<file path="src/rtl/reg_shift_sequencer.sv">
// Register-specified shift sequencer for EX: fetches Rs through a borrowed
// register-file read port, then produces Val2 and the shifter carry-out.
module reg_shift_sequencer (
  input  logic        clk,
  input  logic        rst_n,
  input  logic        start,
  input  logic        flush,
  input  logic [1:0]  shift_type,
  input  logic [3:0]  rs_num,
  input  logic [31:0] val_rm,
  input  logic        carry_in,
  output logic        rs_rd_req,
  output logic [3:0]  rs_addr,
  input  logic [31:0] rs_rd_data,
  output logic        stall,
  output logic        done,
  output logic [31:0] val2,
  output logic        carry_out
);

  typedef enum logic [1:0] {
    IDLE,
    READ,
    SHIFT,
    DONE
  } state_e;

  state_e      state_q, state_d;
  logic [1:0]  type_q;
  logic [3:0]  rs_q;
  logic [31:0] rm_q;
  logic        c_q;
  logic [7:0]  amt_q;
  logic [31:0] val2_q, val2_d;
  logic        carry_q, carry_d;

  logic        cap;
  logic [4:0]  sh;
  logic [4:0]  ish;
  logic        big;
  logic        is32;
  logic [63:0] rot_w;

  assign cap = (state_q == IDLE) & start & ~flush;

  always_comb begin
    state_d = state_q;
    unique case (state_q)
      IDLE:  if (cap) state_d = READ;
      READ:  state_d = SHIFT;
      SHIFT: state_d = DONE;
      DONE:  state_d = IDLE;
      default: state_d = IDLE;
    endcase
    if (flush) state_d = IDLE;
  end

  always_ff @(posedge clk or negedge rst_n) begin
    if (!rst_n) begin
      state_q <= IDLE;
      type_q  <= 2'b00;
      rs_q    <= 4'd0;
      rm_q    <= 32'd0;
      c_q     <= 1'b0;
      amt_q   <= 8'd0;
      val2_q  <= 32'd0;
      carry_q <= 1'b0;
    end else begin
      state_q <= state_d;
      if (cap) begin
        type_q <= shift_type;
        rs_q   <= rs_num;
        rm_q   <= val_rm;
        c_q    <= carry_in;
      end
      if (state_q == READ) amt_q <= rs_rd_data[7:0];
      if (state_q == SHIFT && !flush) begin
        val2_q  <= val2_d;
        carry_q <= carry_d;
      end
    end
  end

  // amounts 32..255 all have a nonzero bit in [7:5]
  assign sh    = amt_q[4:0];
  assign ish   = 5'd0 - sh;
  assign big   = |amt_q[7:5];
  assign is32  = (amt_q == 8'd32);
  assign rot_w = {rm_q, rm_q} >> sh;

  always_comb begin
    val2_d  = rm_q;
    carry_d = c_q;
    if (amt_q != 8'd0) begin
      unique case (type_q)
        2'b00: begin
          if (big) begin
            val2_d  = 32'd0;
            carry_d = is32 & rm_q[0];
          end else begin
            val2_d  = rm_q << sh;
            carry_d = rm_q[ish];
          end
        end
        2'b01: begin
          if (big) begin
            val2_d  = 32'd0;
            carry_d = is32 & rm_q[31];
          end else begin
            val2_d  = rm_q >> sh;
            carry_d = rm_q[sh - 5'd1];
          end
        end
        2'b10: begin
          if (big) begin
            val2_d  = {32{rm_q[31]}};
            carry_d = rm_q[31];
          end else begin
            val2_d  = $signed(rm_q) >>> sh;
            carry_d = rm_q[sh - 5'd1];
          end
        end
        default: begin
          // last bit rotated out always lands in bit 31
          val2_d  = rot_w[31:0];
          carry_d = rot_w[31];
        end
      endcase
    end
  end

  assign rs_rd_req = (state_q == READ);
  assign rs_addr   = rs_q;
  assign done      = (state_q == DONE);
  assign val2      = val2_q;
  assign carry_out = carry_q;
  assign stall     = rst_n & (cap | (state_q == READ) | (state_q == SHIFT));

endmodule

</file>
<file path="config.mk">
export PLATFORM = sky130hd
export DESIGN_NAME = reg_shift_sequencer
export DESIGN_NICKNAME = d
export VERILOG_FILES = /design/src/rtl/reg_shift_sequencer.sv
export SDC_FILE = /design/constraint.sdc
export NUM_CORES = 1
export LEC_CHECK = 0
export ABC_AREA = 1
export ABC_CLOCK_PERIOD_IN_PS = 2000
export CAP_MARGIN = 0
export CORE_MARGIN = 10
export CORE_UTILIZATION = 52
export CTS_CLUSTER_DIAMETER = 50
export DETAILED_ROUTE_END_ITERATION = 10
export PLACE_DENSITY = 0.82
export SYNTH_ARGS = -nofsm -noshare
export SYNTH_HDL_FRONTEND = slang
export SYNTH_SLANG_ARGS = --single-unit
</file>
<file path="constraint.sdc">
create_clock -name clk -period 2 [get_ports clk]
set_input_delay 0.4 -clock clk [delete_from_list [all_inputs] [get_ports clk]]
set_output_delay 0.4 -clock clk [all_outputs]
set_load 0.02 [all_outputs]
</file>
==> results.sh <==
export IMPL_yosys_area_top_type="dfrtp_1"
export IMPL_ant_nets=0
export IMPL_insertion_delay_ns=0.36
export IMPL_synth_fp_nets=1570
export IMPL_synth_compound_area_share_pct=11.8
export IMPL_syn_area_mm2=0.00872
export IMPL_crit_start="amt_q[0]"
export IMPL_synth_top_family_by_area="simple AND/OR/NAND/NOR gates"
export IMPL_yosys_cell_types_count=37
export IMPL_drive_gt1_share_pct=32.9
export IMPL_drc=0
export IMPL_holdWs_ns=0.109
export IMPL_first_global_vias=11700
export IMPL_critical_path_class="reg -> reg"
export IMPL_ys_seq_area_share_pct=23.5
export IMPL_synth_area_top_cells="dfrtp_1 (24%), nand2_1 (21%), nand3_1 (20%)"
export IMPL_start_util_pct=52.8
export IMPL_cap_violations=0
export IMPL_setup_viol=33
export IMPL_vias=12800
export IMPL_period_share_pct=114
export IMPL_crit_chain="clkinv_4 > ha_4 > inv_1 > nand2_1 > nand2_1 > buf_6 > buf_4 > nand3_1 > nand3_1 > nand3_1 > nand2_2 > nand2_1 > nand2_1 > nand2_1 > nand3_1 > nand2_1 > nand2_1"
export IMPL_die_h_um=150
export IMPL_post_drt_wl_per_cell_um=25.0
export IMPL_port_buffers=90
export IMPL_outcome="complete, but fails checks"
export IMPL_crit_required_ns=2.30
export IMPL_final_setup_skew_ns=0.0114
export IMPL_finalMaxSlewViolations=0
export IMPL_die_area_mm2=0.0224
export IMPL_rsz0062_at_grt="true"
export IMPL_setup_slack_ns=-0.277
export IMPL_start_kind="flip-flop"
export IMPL_die_x_um=150
export IMPL_hold_violations=0
export IMPL_ys_flop_type="dfrtp_1"
export IMPL_timing_rr_start="amt_q[0]"
export IMPL_post_place_ws_ns=-0.208
export IMPL_grt_max_degree=55
export IMPL_max_stage_delay_ns=0.44
export IMPL_core_area_mm2=0.0165
export IMPL_cts_max_path_buffers=2
export IMPL_rr_endpoint="carry_out"
export IMPL_synthAdderAreaFrac_pct=0.861
export IMPL_synth_simple_area_share_pct=52.9
export IMPL_cp_arrival_ns=2.57
export IMPL_critPathCaptureType="flip-flop"
export IMPL_fin_crit_ns=2.28
export IMPL_track_usage_pct=41.0
export IMPL_place_gp_congestion=1.10
export IMPL_drt_pre_antenna_iters=8
export IMPL_gr_total_overflow=0
export IMPL_synthArstFlopShare_pct=100
export IMPL_violations="setup timing"
export IMPL_path_clk_slew_ns=0.07
export IMPL_synth_top_area_share_pct=23.5
export IMPL_nets=1811
export IMPL_ff2ff_path_depth=17
export IMPL_synth_edff_count=0
export IMPL_synth_xor_xnor_area_share_pct=0.100
export IMPL_antenna_cells=0
export IMPL_critPathSlowestCell="dfrtp_2"
export IMPL_design_area_mm2=0.0129
export IMPL_row_count=47
export IMPL_drt_initial_drc_count=2101
export IMPL_yosys_warnings=0
export IMPL_synth_seq_cells=82
export IMPL_dp_hpwl_mm=34.9
export IMPL_clockRootBuffer="clkbuf_16"
export IMPL_netlist_instances=1489
export IMPL_synthTopCellsByCount="nand2_1 (497), nand3_1 (340), nor2_1 (157), dfrtp_1 (82), a21oi_1 (64)"
export IMPL_wl_mm=48.9
export IMPL_synthToLayoutAreaGrowth_pct=48.0
export IMPL_viasPerCell=6.53
export IMPL_r2r_slack_ns=-0.28
export IMPL_worst_slew_pin_slew_ns=0.690
export IMPL_antenna_found_initial=0
export IMPL_synthMostInstantiatedCell="nand2_1"
export IMPL_cts_sinks=82
export IMPL_max_slew_margin_rel_pct=54.0
export IMPL_hold_class="in -> async"
export IMPL_synthMuxAreaShare_pct=3.36
export IMPL_h_tree_depth=3
export IMPL_numCtsBuffers=9
export IMPL_fmax_ghz=0.439
export IMPL_ios=115
export IMPL_grt_pass1_wl_mm=69.6
export IMPL_cp_max_fo=8
export IMPL_cts_tree="built"
export IMPL_path_common_cell="nand2_1"
export IMPL_syn_avg_cell_area_um2=5.86
export IMPL_place_area_mm2=0.0113
worst max path at each step:
stage,endpoint,slack (ns),depth (start not counted)
finish,carry_out,-0.28,17
floorplan,carry_out,-0.07,19
CTS,stall,-0.11,5
global placement,val2[27],-0.19,12
detailed placement,val2[27],-0.21,12
global route,carry_out,-0.35,13
stage by stage:
step,TNS [ns],utilization (%),std cells
after global routing,-7.96,78.1,1955
after global placement,-3.31,68.4,1921
after floorplan,-0.0699,-,1489
after CTS,-0.928,74.0,1948
after detailed placement,-4.92,68.4,1921
final,-4.66,78.1,1955
cells in the final DEF, fill, tap and decap left out, types with 2 or more instances in the layout:
cell type,n
buf_4,192
o21ai_1,16
inv_2,15
nor2_1,133
nand3_2,76
a21oi_1,53
o21ai_4,2
ha_1,5
o211ai_1,25
nand2_1,408
nand3b_1,2
and2_4,8
a21oi_2,10
nand2_2,88
nand3_1,262
o21ai_2,16
nand2_8,4
nand4_1,6
o21ai_0,36
nor2_4,9
mux2_2,26
nand3_4,6
dfrtp_1,78
clkinvlp_4,3
nand2_4,18
bufinv_16,2
buf_6,10
inv_1,40
inv_6,2
o211ai_2,10
nor3_2,3
nor2_2,24
clkdlybuf4s50_1,87
clkbuf_16,9
dfrtp_2,4
and2_1,6
buf_12,23
registers in the layout, indices dropped and copies added, names as in the netlist:
register,flops
val2,32
type_q,2
carry_out,1
amt_q,8
c_q,1
rm_q,32
rs_addr,4
state_q,2
layer usage:
layer  part of all wire, %  GRT usage (%)  up-vias
met4                   8.5           27.0        2
met5                 0.061              0        -
li1                      -              -     5458
met2                    43           63.2     1208
met1                    35           49.8     5769
met3                    14           10.1      330
what timing repair did:
| action | 4_1_cts | 5_1_grt |
|---|---|---|
| endpoints found under the setup margin | 34 | 35 |
| gates cloned | 4 | 0 |
| gates resized for setup | 137 | 165 |
| pin swaps | 31 | 74 |
| hold buffers | 0 | 0 |
| hold endpoints to repair | 0 | 0 |
| setup buffers | 7 | 9 |
cells by family (layout without fill, tap and decap cells):
| logic type | count (synthesis) | in the layout |
|---|---|---|
| adders and majority gates | 6 | 6 |
| xor gates and xnor gates | 1 | 1 |
| buffers and inverters | 146 | 392 |
| muxes | 26 | 26 |
| DFF | 82 | 82 |
| AOI/OAI and AO/OA | 173 | 173 |
| and+or+nand+nor | 1055 | 1055 |
area by class of cell:
class	instances	area, um2
repair buffers	316	2950
clock buffers	11	243
multi-input cells	1261	7060
well taps	220	275
inverters	58	225
clock inverters	5	85.1
repair inverters	2	15.0
fillers	1225	3620
flip-flops and latches	82	2060
worst max-delay path: cells and delay by family (launching register included):
kind	cells	cell delay [ns]
flops	1	0.44
buf+inv	4	0.51
fa+ha+maj	1	0.20
simple gates	12	1.04
Power is left out: the tool's default activity adds up to more than one toggle a clock period on the data nets, which glitch-free logic cannot reach.
